`config.mk`:
```
export PLATFORM = sky130hd
export DESIGN_NAME = elevator_car_controller
export DESIGN_NICKNAME = d
export VERILOG_FILES = /design/src/rtl/elevator_pkg.sv /design/src/rtl/floor_timer.sv /design/src/rtl/elevator_car_controller.sv
export SDC_FILE = /design/constraint.sdc
export NUM_CORES = 1
export LEC_CHECK = 0
export ABC_AREA = 1
export CAP_MARGIN = 0
export CORE_MARGIN = 3
export CORE_UTILIZATION = 40
export CTS_BUF_LIST = sky130_fd_sc_hd__clkbuf_16
export CTS_CLUSTER_SIZE = 28
export DETAILED_ROUTE_END_ITERATION = 8
export PLACE_DENSITY = 0.7
export SETUP_SLACK_MARGIN = 0.4
export SLEW_MARGIN = 0
export SYNTH_ARGS = -nofsm -noshare
export SYNTH_HDL_FRONTEND = slang
export SYNTH_SLANG_ARGS = --single-unit
export TNS_END_PERCENT = 100
```
`constraint.sdc`:
```
create_clock -name Clock -period 1.6 [get_ports Clock]
set_input_delay 0.24 -clock Clock [delete_from_list [all_inputs] [get_ports Clock]]
set_output_delay 0.24 -clock Clock [all_outputs]
set_load 0.005 [all_outputs]
```
`src/rtl/elevator_pkg.sv`:
```
// Purpose: shared car-state encoding and constants for the car controller and direction FSM.
// Latency: n/a (types, constants and a pure helper function only).
// Backpressure: n/a.
package elevator_pkg;

    localparam int NUM_FLOORS_DEFAULT = 6;

    // Ground floor in one-hot form; the car's home position after reset.
    localparam logic [NUM_FLOORS_DEFAULT-1:0] FLOOR0 = NUM_FLOORS_DEFAULT'(1);

    typedef enum logic [1:0] {
        IDLE      = 2'd0,
        DOOR_OPEN = 2'd1,
        MOVING    = 2'd2
    } car_state_t;

    // Direction FSM gives Up/Down; an ambiguous pair (both low or both high)
    // carries no information, so the previous heading is kept.
    function automatic logic dir_sample(input logic up, input logic down, input logic prev);
        return (up ^ down) ? up : prev;
    endfunction

endpackage

```
`src/rtl/floor_timer.sv`:
```
// Purpose: loadable down-counter shared by floor-to-floor travel and door dwell.
// Latency: load takes effect on the next edge; done is decoded from the registered count.
// Backpressure: none; en low freezes the count, the count saturates at zero.
//
// Ports:
//   Clock, Reset      rising-edge clock, synchronous active-high reset (count -> 0)
//   load_val, load    reload value and strobe (load has priority over en)
//   en                decrement enable
//   done              count == 0
module floor_timer #(
    parameter int W = 4
) (
    input  logic         Clock,
    input  logic         Reset,
    input  logic [W-1:0] load_val,
    input  logic         load,
    input  logic         en,
    output logic         done
);

    logic [W-1:0] count;

    always_ff @(posedge Clock) begin
        if (Reset) begin
            count <= '0;
        end else if (load) begin
            count <= load_val;
        end else if (en && (count != '0)) begin
            count <= count - W'(1);
        end
    end

    assign done = (count == '0);

endmodule

```
`src/rtl/elevator_car_controller.sv`:
```
// Purpose: executes Up/Down decisions: latches calls, moves the car one floor per interval, opens the door.
// Latency: call latched on the edge it is seen; departure one edge later; TRAVEL_CYCLES edges per floor.
// Backpressure: none; estop freezes travel and holds an open door open, calls keep latching meanwhile.
//
// Ports:
//   Clock, Reset   rising-edge clock, synchronous active-high reset
//   call           hall/car button levels, one bit per floor
//   estop          emergency stop level
//   Up, Down       heading from the direction FSM
//   currentFloor   one-hot car position (registered)
//   inputfloors    pending requests (registered)
//   door_open      door open (decoded from registered state)
//   moving         car travelling (decoded from registered state)
module elevator_car_controller
    import elevator_pkg::*;
#(
    parameter int NUM_FLOORS    = NUM_FLOORS_DEFAULT,
    parameter int TRAVEL_CYCLES = 50,
    parameter int DOOR_CYCLES   = 100
) (
    input  logic                  Clock,
    input  logic                  Reset,
    input  logic [NUM_FLOORS-1:0] call,
    input  logic                  estop,
    input  logic                  Up,
    input  logic                  Down,
    output logic [NUM_FLOORS-1:0] currentFloor,
    output logic [NUM_FLOORS-1:0] inputfloors,
    output logic                  door_open,
    output logic                  moving
);

    localparam int TMAX = (TRAVEL_CYCLES > DOOR_CYCLES) ? TRAVEL_CYCLES : DOOR_CYCLES;
    localparam int TW   = $clog2(TMAX);

    // Timers are loaded with N-1 so that a phase lasts exactly N edges.
    localparam logic [TW-1:0] TRAVEL_LOAD = TW'(TRAVEL_CYCLES - 1);
    localparam logic [TW-1:0] DOOR_LOAD   = TW'(DOOR_CYCLES - 1);
    localparam logic [NUM_FLOORS-1:0] FLOOR_GND = NUM_FLOORS'(FLOOR0);

    car_state_t            state, state_nx;
    logic [NUM_FLOORS-1:0] floor_nx;
    logic [NUM_FLOORS-1:0] clr;
    logic                  dir_up, dir_up_nx;
    logic                  tmr_load, tmr_en, tmr_done;
    logic [TW-1:0]         tmr_load_val;
    logic                  at_limit;

    floor_timer #(.W(TW)) u_timer (
        .Clock    (Clock),
        .Reset    (Reset),
        .load_val (tmr_load_val),
        .load     (tmr_load),
        .en       (tmr_en),
        .done     (tmr_done)
    );

    // Shifting past the end floor would make currentFloor zero; treat it as "no move".
    assign at_limit = dir_up ? currentFloor[NUM_FLOORS-1] : currentFloor[0];

    always_comb begin
        state_nx     = state;
        floor_nx     = currentFloor;
        dir_up_nx    = dir_up;
        tmr_load     = 1'b0;
        tmr_load_val = TRAVEL_LOAD;
        tmr_en       = 1'b0;

        case (state)
            IDLE: begin
                if (!estop) begin
                    if ((inputfloors & currentFloor) != '0) begin
                        state_nx     = DOOR_OPEN;
                        tmr_load     = 1'b1;
                        tmr_load_val = DOOR_LOAD;
                    end else if (inputfloors != '0) begin
                        state_nx  = MOVING;
                        dir_up_nx = dir_sample(Up, Down, dir_up);
                        tmr_load  = 1'b1;
                    end
                end
            end

            MOVING: begin
                if (!estop) begin
                    if (!tmr_done) begin
                        tmr_en = 1'b1;
                    end else if (at_limit) begin
                        state_nx = IDLE;
                    end else begin
                        floor_nx = dir_up ? (currentFloor << 1) : (currentFloor >> 1);
                        // Decisions on arrival look at the floor being entered.
                        if ((inputfloors & floor_nx) != '0) begin
                            state_nx     = DOOR_OPEN;
                            tmr_load     = 1'b1;
                            tmr_load_val = DOOR_LOAD;
                        end else if (inputfloors != '0) begin
                            dir_up_nx = dir_sample(Up, Down, dir_up);
                            tmr_load  = 1'b1;
                        end else begin
                            state_nx = IDLE;
                        end
                    end
                end
            end

            DOOR_OPEN: begin
                // A press at this floor restarts the dwell and is absorbed by the clear below.
                if ((call & currentFloor) != '0) begin
                    tmr_load     = 1'b1;
                    tmr_load_val = DOOR_LOAD;
                end else if (!tmr_done) begin
                    tmr_en = 1'b1;
                end else if (!estop) begin
                    state_nx = IDLE;
                end
            end

            default: begin
                state_nx = IDLE;
            end
        endcase
    end

    // The floor being served is cleared for as long as the door is (or is about to be) open.
    assign clr = (state_nx == DOOR_OPEN) ? floor_nx : '0;

    always_ff @(posedge Clock) begin
        if (Reset) begin
            state        <= IDLE;
            currentFloor <= FLOOR_GND;
            inputfloors  <= '0;
            dir_up       <= 1'b1;
        end else begin
            state        <= state_nx;
            currentFloor <= floor_nx;
            inputfloors  <= (inputfloors | call) & ~clr;
            dir_up       <= dir_up_nx;
        end
    end

    assign door_open = (state == DOOR_OPEN);
    assign moving    = (state == MOVING);

endmodule
```
==> flow_summary.toml <==
[sta]
setup_viol = 19
setup-tns-final_ps = -1570
finalClockSkew_ps = 6.48
rsz0062_at_grt = "yes"
drv_slew = 0
post-route-min-period_ps = 1750
finalCritPeriodShare = 1.09
worstMarginPinSlew_ps = 368
whs_ps = 560
relSlewSlack = 0.754
fmax_mhz = 571
hold_viol = 0
worst_slack_ps = -152

[cts]
cts_tree = "done"
clk_root_buffer_cell = "clkbuf_16"
clk_pin_slew_ps = 60
cts_made_buffers = 3
clk_path_buf_depth = 2
clock_sinks = 22
htree_levels = 1
clock_latency_ps = 260

[pwr]
powerDensity_mw_per_mm2 = 1160
ir_drop_mv = 0.647
power.leakage_nw = 1.33
p_total_mw = 3.05

[drt]
viasPerCell = 4.86
num_vias = 1899
dr.pass1.iters = 4
postRouteAntennaNets = 0
drc_errors = 0
drt_iter0_markers = 82
routed_wl_um = 4970
drt-wirelength-per-cell_um = 12.7

[layout]
n_fill_cell = 299
syn2layout_area_growth_pct = 66.8
n_antenna_cell = 0
design_area_mm2 = 0.00263
seqCellArea_um2 = 473
multiInputGateArea_mm2 = 0.00116
layout.cells.most_common_list = "63 x nand2_1, 45 x buf_4, 39 x inv_1"
final_common_cell = "nand2_1"
final_nets = 362
drive_above_1_share = 0.411

[logic_synthesis]
synth_top_cell_by_area = "dfxtp_1"
seq_area_frac_synth = 0.279
ys_types = 25
synth_top_area_frac = 0.279
synthTopCellsByArea = "dfxtp_1 28%, nand2_1 18%, inv_1 11%"
synth_cells = 266
syn_area_per_cell_um2 = 5.93
synth_warnings = 0
syn-num-nets = 283
syn_area_mm2 = 0.00158
ys_ff_latch = 22

[die]
die_y_um = 68.8
die_area_mm2 = 0.00473
coreArea_mm2 = 0.00374
rows = 22
initial_utilization = 0.421
die_x_um = 68.8
io_pins = 25

[placement]
dp_hpwl_um = 3320
place.gp.congestion = 0.919
portBuffers = 24
dpl-instance-area_mm2 = 0.00217

[worst_setup_path]
cp.arrival_ps = 1910
start_kind = "flip-flop"
r2r_start = "u_timer.count[0]$_SDFFE_PP0P_"
worst_setup_path_end_kind = "flip-flop"
critPathSlowestCell = "dfxtp_2"
critPathMaxFanout = 7
slowest_delay_ps = 320
worstSetupPathType = "flip-flop to flip-flop"
worstPathCellList = "inv_2 > ha_4 > inv_2 > nor2_4 > nand4_1 > o21ai_2 > inv_1 > nor2_2 > nand2_2 > nand2_4 > nand3_1 > nand2_1 > inv_1"
required_ps = 1760
crit_start = "u_timer.count[0]$_SDFFE_PP0P_"

[worst_hold_path]
hold_path.class = "flip-flop to flip-flop"
hold_start = "dir_up$_SDFFE_PP1P_"

[flow_run]
maxCapViolations = 0

[global_routing]
grt_antenna_before_repair = 0
grt_max_degree = 12
grt_usage = 0.209
grt_pass1_vias = 1704
grt_pass1_wl_um = 7400
grt_remaining_overflow = 0

[status]
status = "complete, but fails checks"
failed_checks = "negative setup slack"
[synth_stat cells, drive strengths merged]
cell type and count:
nand2 80, inv 50, nor2 46, nand3 24, dfxtp 22, o21ai 12
a21oi 6, ha 6, nand4 3, nor3 3, o21a 3, xor2 3
a21boi 2, clkbuf 2, buf 1, nand3b 1, or2 1, xnor2 1
[final cells by class]
type                            count  area share
Tap cell                           48      0.0228
Clock buffer                        3      0.0285
Inverter                           50      0.0752
Timing Repair Buffer               77       0.253
Multi-Input combinational cell    191       0.441
Sequential cell                    22       0.180
[report_power, final]
| part | internal [mW] | switching (mW) |
|---|---|---|
| sequential | 0.644 | 0.100 |
| combinational | 0.821 | 0.946 |
| clock | 0.331 | 0.208 |
| total | 1.80 | 1.25 |
[kinds of logic (layout without fill, tap and decap cells)]
group           count (synthesis)  after routing  share of synthesized area
flops                          22             22                      0.279
fa+ha+maj                       6              6                     0.0476
buf+inv                        53            130                      0.131
compound gates                 23             23                     0.0857
xor+xnor                        4              4                     0.0222
simple gates                  158            158                      0.434
[critical path, delay by kind of cell (launching register included)]
family	cells	cell delay (ps)
fa+ha+maj	1	130
flops	1	320
buf+inv	4	220
compound gates	1	220
simple gates	7	740
[state kept, by name, summed over array words and instances, names as in the netlist]
| name | cells |
|---|---|
| u_timer.count | 7 |
| currentFloor | 6 |
| inputfloors | 6 |
| state | 2 |
| dir_up | 1 |
[layer usage]
layer	vias to the layer above	global-route usage	part of all wire
li1	973	-	-
met1	873	0.277	0.44
met2	40	0.337	0.51
met3	13	0.0308	0.033
met4	0	0.0876	0.026
met5	-	0	0
[final timing paths]
path                                to  slack (ps)  depth (start not counted)
min reg2reg        dir_up$_SDFFE_PP1P_         560                          2
max reg2reg  inputfloors[1]$_SDFF_PP0_        -150                         13
min                dir_up$_SDFFE_PP1P_         560                          2
max          inputfloors[1]$_SDFF_PP0_        -150                         13
[stage by stage]
stage | worst slack (ps) | utilization | std cells
2_1_floorplan | -71.4 | - | 266
3_3_place_gp | -282 | 0.579 | 375
3_5_place_dp | -321 | 0.579 | 375
4_1_cts | -123 | 0.670 | 386
5_1_grt | -279 | 0.703 | 391
6_report | -152 | 0.703 | 391
[what timing repair did]
| action | CTS | global route |
|---|---|---|
| endpoints found under the setup margin | 36 | 30 |
| hold buffers | 0 | 0 |
| pin swaps | 16 | 16 |
| setup buffers | 8 | 5 |
| gates resized for setup | 96 | 30 |
Power figures use the tool's default switching activity.
